--- src/rtl/cj_merge_arb_if.sv ---
// Handshake bundle between two requesters, the merge arbiter and its stage.
// slave = arbiter side, master = requesters/downstream environment side.
interface cj_merge_arb_if #(
  parameter int DATA_W = 8
);
  logic              Send_in0;
  logic [DATA_W-1:0] Data_in0;
  logic              Ack_out0;
  logic              Send_in1;
  logic [DATA_W-1:0] Data_in1;
  logic              Ack_out1;
  logic              Send_out;
  logic [DATA_W-1:0] Data_out;
  logic              Ack_in;
  logic              Ga;
  logic              CP;
  logic [1:0]        Grant;
  logic              Busy;
  logic              Err;

  modport slave (
    input  Send_in0, Data_in0, Send_in1, Data_in1,
    input  Ack_in, Ga,
    output Ack_out0, Ack_out1, Send_out, Data_out,
    output CP, Grant, Busy, Err
  );

  modport master (
    output Send_in0, Data_in0, Send_in1, Data_in1,
    output Ack_in, Ga,
    input  Ack_out0, Ack_out1, Send_out, Data_out,
    input  CP, Grant, Busy, Err
  );
endinterface

--- src/rtl/cj_merge_arb.sv ---
// Round-robin two-requester merge arbiter for a four-phase Send/Ack stage.
// Ports: CLK, MR (sync active-high reset), bus (slave side of the bundle).
module cj_merge_arb #(
  parameter int DATA_W  = 8,
  parameter int TIMEOUT = 255,
  parameter int TO_W    = 8
) (
  input logic          CLK,
  input logic          MR,
  cj_merge_arb_if.slave bus
);

  typedef enum logic [1:0] {
    IDLE = 2'd0,
    REQ  = 2'd1,
    REL  = 2'd2
  } state_e;

  localparam logic [TO_W-1:0] TO_MAX = TO_W'(TIMEOUT);

  state_e            state_q, state_d;
  logic [1:0]        grant_q, grant_d;
  logic [DATA_W-1:0] data_q, data_d;
  logic [TO_W-1:0]   cnt_q, cnt_d;
  logic              err_q, err_d;
  logic              cp_q, cp_d;
  logic              last_q, last_d;
  logic              pick1;
  logic              own_send;

  always_comb begin
    state_d  = state_q;
    grant_d  = grant_q;
    data_d   = data_q;
    cnt_d    = cnt_q;
    err_d    = err_q;
    cp_d     = 1'b0;
    last_d   = last_q;
    // On a tie port 1 wins only if port 0 was served last
    pick1    = bus.Send_in1 & (~bus.Send_in0 | ~last_q);
    own_send = grant_q[1] ? bus.Send_in1 : bus.Send_in0;
    unique case (state_q)
      IDLE: begin
        if (bus.Ga && !bus.Ack_in &&
            (bus.Send_in0 || bus.Send_in1)) begin
          state_d = REQ;
          cnt_d   = '0;
          grant_d = pick1 ? 2'b10 : 2'b01;
          data_d  = pick1 ? bus.Data_in1 : bus.Data_in0;
        end
      end
      REQ: begin
        if (bus.Ack_in) begin
          state_d = REL;
          cnt_d   = '0;
        end else if (cnt_q != TO_MAX) begin
          cnt_d = cnt_q + TO_W'(1);
          if (cnt_d == TO_MAX) err_d = 1'b1;
        end
      end
      REL: begin
        if (!own_send && !bus.Ack_in) begin
          state_d = IDLE;
          cp_d    = 1'b1;
          last_d  = grant_q[1];
          grant_d = 2'b00;
        end
      end
      default: state_d = IDLE;
    endcase
  end

  always_ff @(posedge CLK) begin
    if (MR) begin
      state_q <= IDLE;
      grant_q <= 2'b00;
      data_q  <= '0;
      cnt_q   <= '0;
      err_q   <= 1'b0;
      cp_q    <= 1'b0;
      last_q  <= 1'b1;
    end else begin
      state_q <= state_d;
      grant_q <= grant_d;
      data_q  <= data_d;
      cnt_q   <= cnt_d;
      err_q   <= err_d;
      cp_q    <= cp_d;
      last_q  <= last_d;
    end
  end

  assign bus.Send_out = (state_q == REQ);
  assign bus.Ack_out0 = (state_q == REL) & grant_q[0];
  assign bus.Ack_out1 = (state_q == REL) & grant_q[1];
  assign bus.Data_out = data_q;
  assign bus.CP       = cp_q;
  assign bus.Grant    = grant_q;
  assign bus.Busy     = (state_q != IDLE);
  assign bus.Err      = err_q;

endmodule

--- src/flat_wrapper.sv ---
// flat-port wrapper written by rule: the top's interface ports become plain ports
module cj_merge_arb_flat 
#(
  parameter int DATA_W  = 8,
  parameter int TIMEOUT = 255,
  parameter int TO_W    = 8
)
  (CLK, MR, bus_Send_in0, bus_Data_in0, bus_Send_in1, bus_Data_in1, bus_Ack_in, bus_Ga, bus_Ack_out0, bus_Ack_out1, bus_Send_out, bus_Data_out, bus_CP, bus_Grant, bus_Busy, bus_Err);
  cj_merge_arb_if #(.DATA_W(DATA_W)) bus_i ();
  input logic CLK;
  input logic MR;
  input wire logic [$bits(bus_i.Send_in0)-1:0] bus_Send_in0;
  input wire logic [$bits(bus_i.Data_in0)-1:0] bus_Data_in0;
  input wire logic [$bits(bus_i.Send_in1)-1:0] bus_Send_in1;
  input wire logic [$bits(bus_i.Data_in1)-1:0] bus_Data_in1;
  input wire logic [$bits(bus_i.Ack_in)-1:0] bus_Ack_in;
  input wire logic [$bits(bus_i.Ga)-1:0] bus_Ga;
  output wire logic [$bits(bus_i.Ack_out0)-1:0] bus_Ack_out0;
  output wire logic [$bits(bus_i.Ack_out1)-1:0] bus_Ack_out1;
  output wire logic [$bits(bus_i.Send_out)-1:0] bus_Send_out;
  output wire logic [$bits(bus_i.Data_out)-1:0] bus_Data_out;
  output wire logic [$bits(bus_i.CP)-1:0] bus_CP;
  output wire logic [$bits(bus_i.Grant)-1:0] bus_Grant;
  output wire logic [$bits(bus_i.Busy)-1:0] bus_Busy;
  output wire logic [$bits(bus_i.Err)-1:0] bus_Err;
  assign bus_i.Send_in0 = bus_Send_in0;
  assign bus_i.Data_in0 = bus_Data_in0;
  assign bus_i.Send_in1 = bus_Send_in1;
  assign bus_i.Data_in1 = bus_Data_in1;
  assign bus_i.Ack_in = bus_Ack_in;
  assign bus_i.Ga = bus_Ga;
  assign bus_Ack_out0 = bus_i.Ack_out0;
  assign bus_Ack_out1 = bus_i.Ack_out1;
  assign bus_Send_out = bus_i.Send_out;
  assign bus_Data_out = bus_i.Data_out;
  assign bus_CP = bus_i.CP;
  assign bus_Grant = bus_i.Grant;
  assign bus_Busy = bus_i.Busy;
  assign bus_Err = bus_i.Err;
  cj_merge_arb #(.DATA_W(DATA_W), .TIMEOUT(TIMEOUT), .TO_W(TO_W)) u_core (.CLK(CLK), .MR(MR), .bus(bus_i));
endmodule
--- config.mk ---
export PLATFORM = sky130hd
export DESIGN_NAME = cj_merge_arb_flat
export DESIGN_NICKNAME = d
export VERILOG_FILES = /design/src/rtl/cj_merge_arb_if.sv /design/src/rtl/cj_merge_arb.sv /design/src/flat_wrapper.sv
export SDC_FILE = /design/constraint.sdc
export NUM_CORES = 1
export LEC_CHECK = 0
export ABC_AREA = 1
export ABC_CLOCK_PERIOD_IN_PS = 1480
export CAP_MARGIN = 0
export CORE_UTILIZATION = 45
export DETAILED_ROUTE_END_ITERATION = 16
export HOLD_SLACK_MARGIN = 0.12
export PLACE_DENSITY = 0.85
export REMOVE_ABC_BUFFERS = 1
export SYNTH_ARGS = -nofsm -noshare
export SYNTH_HDL_FRONTEND = slang
export SYNTH_SLANG_ARGS = --single-unit
--- constraint.sdc ---
create_clock -name CLK -period 1.48 [get_ports CLK]
set_clock_uncertainty 0.1 [all_clocks]
set_input_delay 0.148 -clock CLK [delete_from_list [all_inputs] [get_ports CLK]]
set_output_delay 0.148 -clock CLK [all_outputs]
set_load 0.05 [all_outputs]
# ---- Word-level counts from Yosys, hierarchy flattened
# Index checks and enable logic that the tools add are counted.
# W data, S select, Z words.
dict set report totals {
  regBits 23
  input_bits 22
  wordCells 55
}
dict set report op_classes {
  add_sub_neg 1
  eq_ne 8
  muxes 14
  bitwise 8
  n_reduce_logical 17
}
# operator count
set op_table {}
lappend op_table {{$mux W8} 4}
lappend op_table {{$pmux W8 S2} 1}
lappend op_table {{$mux W2} 5}
lappend op_table {{$reduce_and A3 Y1} 3}
lappend op_table {{$add A8 B1 Y8 const B} 1}
lappend op_table {{$eq A8 B8 Y1 const B} 1}
lappend op_table {{$ne A8 B8 Y1 const B} 1}
lappend op_table {{$pmux W2 S3} 1}
lappend op_table {{$reduce_bool A2 Y1} 3}
lappend op_table {{$ne A2 B1 Y1 const B} 2}
lappend op_table {{$not A1 Y1} 4}
lappend op_table {{$pmux W2 S2} 1}
lappend op_table {{$reduce_and A2 Y1} 2}
lappend op_table {{$reduce_and A4 Y1} 1}
lappend op_table {{$and A1 B1 Y1} 3}
lappend op_table {{$logic_and A1 B1 Y1} 3}
lappend op_table {{$ne A3 B2 Y1 const B} 1}
lappend op_table {{$eq A2 B1 Y1 const B} 1}
lappend op_table {{$eq A2 B2 Y1 const B} 1}
lappend op_table {{$logic_not A1 Y1} 2}
lappend op_table {{$logic_not A2 Y1} 1}
lappend op_table {{$mux W1} 2}
lappend op_table {{$ne A2 B2 Y1 const B} 1}
lappend op_table {{$reduce_or A2 Y1} 1}
lappend op_table {{other kinds (2)} 2}

# ---- Logic depth before layout (Yosys ltp)
dict set report depth {
  depth_word 6
  mapped_depth 9
}

# ---- Worst setup path before layout
# Ideal clock, no wire load.
dict set report synth_path {
  kind {flip-flop to output port}
  start {register u_core.grant_q[1] (netlist: u_core.bus.Grant[1])}
  end {output bus_Ack_out1}
  arrival_time_ns 1.462
  required_ns 1.232
  setup_slack_ns -0.230
  path_stages_with_launch 3
  n_path_buf 0
  cell_sequence {dfxtp_1 -> inv_1 -> nor2_1}
}
dict set report synth_via {
  elab_chain_len 1
}
# item line_no
set synth_lines {}
lappend synth_lines {{start: declaration} cj_merge_arb.sv:22} ;# logic [1:0] grant_q, grant_d;
lappend synth_lines {{start signal: assignment} cj_merge_arb.sv:84} ;# grant_q <= grant_d;
lappend synth_lines {{$and A1 B1 Y1} cj_merge_arb.sv:95} ;# assign bus.Ack_out1 = (state_q == REL) & grant_q[1];
lappend synth_lines {{end: declaration} flat_wrapper.sv:19} ;# output wire logic [$bits(bus_i.Ack_out1)-1:0] bus_Ack_out1;
# No other way between the ends.

# ---- Worst setup path after layout
dict set report layout_path {
  start {register u_core.state_q[1]}
  end {output bus_Ack_out1}
}
dict set report layout_via {
  elab_chain_len 2
}
# item line_no
set layout_lines {}
lappend layout_lines {{start: declaration} cj_merge_arb.sv:21} ;# state_e state_q, state_d;
lappend layout_lines {{start signal: assignment} cj_merge_arb.sv:83} ;# state_q <= state_d;
lappend layout_lines {{$eq A2 B2 Y1} cj_merge_arb.sv:95}
lappend layout_lines {{$and A1 B1 Y1} cj_merge_arb.sv:95}
# No other way between the ends.

==> results.cfg <==
[status]
status = complete, no violations

[worst_setup_path]
required_ns = 1.23
crit_type = flip-flop to output pin
critPathMaxFanout = 3
cp.arrival_ns = 1.20
slowest_delay_ns = 0.37
end_kind = output pin
slowest_stage = dfxtp_2
cp_cell_sequence = inv_2 > nor2_4 > inv_2 > nor2_4 > buf_12
r2r_slack_ns = 0.10
crit_path_start_kind = flip-flop

[sta]
slew_violations = 0
fin_crit_ns = 1.45
tightest_slew_ns = 0.359
finalSetupViolations = 0
hold_viol_final = 0
period_share_pct = 97.9
finalSetupTns_ns = 0
rsz0062_at_grt = true
hold_slack_ns = 0.284
slew_headroom_pct = 76.1
max_clock_freq_mhz = 690

[clock_tree]
cts_buffers = 3
cts_max_path_buffers = 2
tritoncts = done
holdBufCountCts = 0
clkTransAtPathRegs_ns = 0.14
clkSinkCount = 23
clkLatencyLatePin_ns = 0.33
htree_levels = 1
clockRootBuffer = clkbuf_4

[global_route]
met1_usage_pct = 27.7
top_usage_layer = met2
grt_pass1_wl_mm = 5.15
overflow = 0
grt_pass1_vias = 1251
groute.layer.met2.usage_pct = 46.5
grt_max_degree = 15
met3_usage_pct = 7.76
antenna_found_initial = 0
grt_usage_pct = 25.7

[synth]
synth_top_area_cell = dfxtp_1
ys_seq_elements = 23
yosys-top-cells-area = dfxtp_1 39%, nand2_1 11%, nor2_1 11%
ys_seq_area_share_pct = 39.0
ys_top_cells_by_count = 36 x nand2_1, 34 x nor2_1, 23 x dfxtp_1
synth_top_area_share_pct = 39.0
ys_types = 21
synth_edf_count = 0
synth_area_per_cell_um2 = 6.63
netlist_area_um2 = 1180
synthArstFlopShare_pct = 0
yosysWarnings = 0
yosysMostFrequentCell = nand2_1
syn-instance-count = 178
synth_flop_cell = dfxtp_1

[cells_and_area]
layout.nets = 258
diodes = 0
drive_gt1_share_pct = 27.9
syn_to_final_growth_pct = 62.1
fillers = 167

[floorplanning]
ios = 38
fp.coreArea_um2 = 2480
die_area_um2 = 2830
num_rows = 18
start_util_pct = 47.6
die_y_um = 53.2
die_w_um = 53.2

[route]
dr.pass1.iters = 5
num_vias = 1369
drt_iter0_markers = 36
routed_wl_mm = 3.61
drc = 0
final_antenna_net_count = 0
routed_via_density = 5.21
wl_per_cell_um = 13.7

[place]
place_congestion = 0.797
port_buffers = 37
dpl.hpwl_mm = 2.41

[job]
drv_cap = 0

[pwr]
fin_total_pwr_w = 0.00140
vdd_drop_max_v = 0.000806
p_leak_nw = 0.818
powerDensity_nw_per_um2 = 734

[min_path]
hold_path.class = input pin to flip-flop
## sequential cells by signal, summed over array words and instances, names as in the netlist
| signal | cells |
|---|---|
| u_core.state_q | 2 |
| u_core.bus.Grant | 2 |
| u_core.cnt_q | 8 |
| u_core.last_q | 1 |
| u_core.bus.Data_out | 8 |
| u_core.bus.CP | 1 |
| u_core.bus.Err | 1 |
## cells in the final DEF (no fill, tap or decap)
| master | synthesis | routed |
|---|---|---|
| nand4_4 | 0 | 1 |
| nand3_1 | 12 | 11 |
| o21ai_0 | 4 | 4 |
| nand2_2 | 1 | 3 |
| nand2_1 | 36 | 35 |
| dfxtp_2 | 0 | 5 |
| nor2_4 | 1 | 5 |
| nor2_1 | 34 | 30 |
| inv_2 | 4 | 7 |
| ha_1 | 2 | 1 |
| nand2_4 | 2 | 2 |
| ha_4 | 0 | 1 |
| nand3_2 | 2 | 3 |
| nor2_2 | 2 | 2 |
| clkbuf_4 | 0 | 3 |
| nand4_1 | 1 | 1 |
| buf_12 | 0 | 13 |
| buf_4 | 0 | 19 |
| inv_1 | 21 | 18 |
| nor3_1 | 7 | 7 |
| o21ai_1 | 9 | 9 |
| dfxtp_1 | 23 | 18 |
| clkinvlp_4 | 0 | 1 |
| o211ai_1 | 1 | 1 |
| a21oi_1 | 12 | 12 |
| clkdlybuf4s50_1 | 0 | 21 |
## routing by layer
layer	vias to the layer above	wire length [um]
li1	678	-
met1	623	1270
met2	55	1990
met3	13	249
met4	0	97
met5	-	0
## kinds of logic after synthesis
logic type                 share of synthesized area (%)
AOI/OAI and AO/OA                                   11.2
adders and majority gates                           2.12
buffers and inverters                               9.54
DFF                                                 39.0
and+or+nand+nor                                     38.1
## critical path: cells and delay by family (launching register included)
family / cells / cell delay (ns)
buffers and inverters: 3 / 0.27
DFF: 1 / 0.37
and+or+nand+nor: 2 / 0.23
## layout make-up
| cell class | count | area, um^2 | area share [%] |
|---|---|---|---|
| clock buffer | 3 | 22.5 | 1.18 |
| timing repair buffer | 53 | 613 | 32.0 |
| sequential | 23 | 467 | 24.4 |
| inverter | 25 | 93.8 | 4.91 |
| multi-input combinational | 128 | 672 | 35.1 |
| tap | 30 | 37.5 | 1.96 |
| clock inverter | 1 | 7.51 | 0.392 |
## worst paths after layout
check / cells past startpoint / endpoint / start
max: 5 / bus_Ack_out1 / u_core.state_q[1]
min: 3 / u_core.bus.Data_out[4] / bus_Data_in1[4]
max reg2reg: 8 / u_core.cnt_q[3] / u_core.cnt_q[0]
min reg2reg: 2 / u_core.cnt_q[6] / u_core.cnt_q[6]
## where the power goes
group          total [W]  internal [W]  switching [W]
Sequential      0.000688      0.000653      0.0000345
Combinational   0.000399      0.000187       0.000211
Clock           0.000317      0.000104       0.000214
Total            0.00140      0.000944       0.000460
## what timing repair did
item                                    CTS  global route
setup buffers                             0             1
pin swaps                                 1             4
resized for setup                         6            15
gates cloned                              0             1
endpoints found under the setup margin    2            16
## stage by stage
stage | instance area [um^2] | setup slack [ns] | util [%] | cells
global placement | 1800 | -0.0999 | 72.8 | 257
CTS | 1850 | 0.0125 | 74.6 | 261
detailed placement | 1800 | -0.225 | 72.8 | 257
finish | 1910 | 0.0316 | 77.2 | 263
floorplan | 1160 | -0.230 | - | 175
global route | 1910 | -0.0330 | 77.2 | 263
Power figures use the tool's default switching activity.
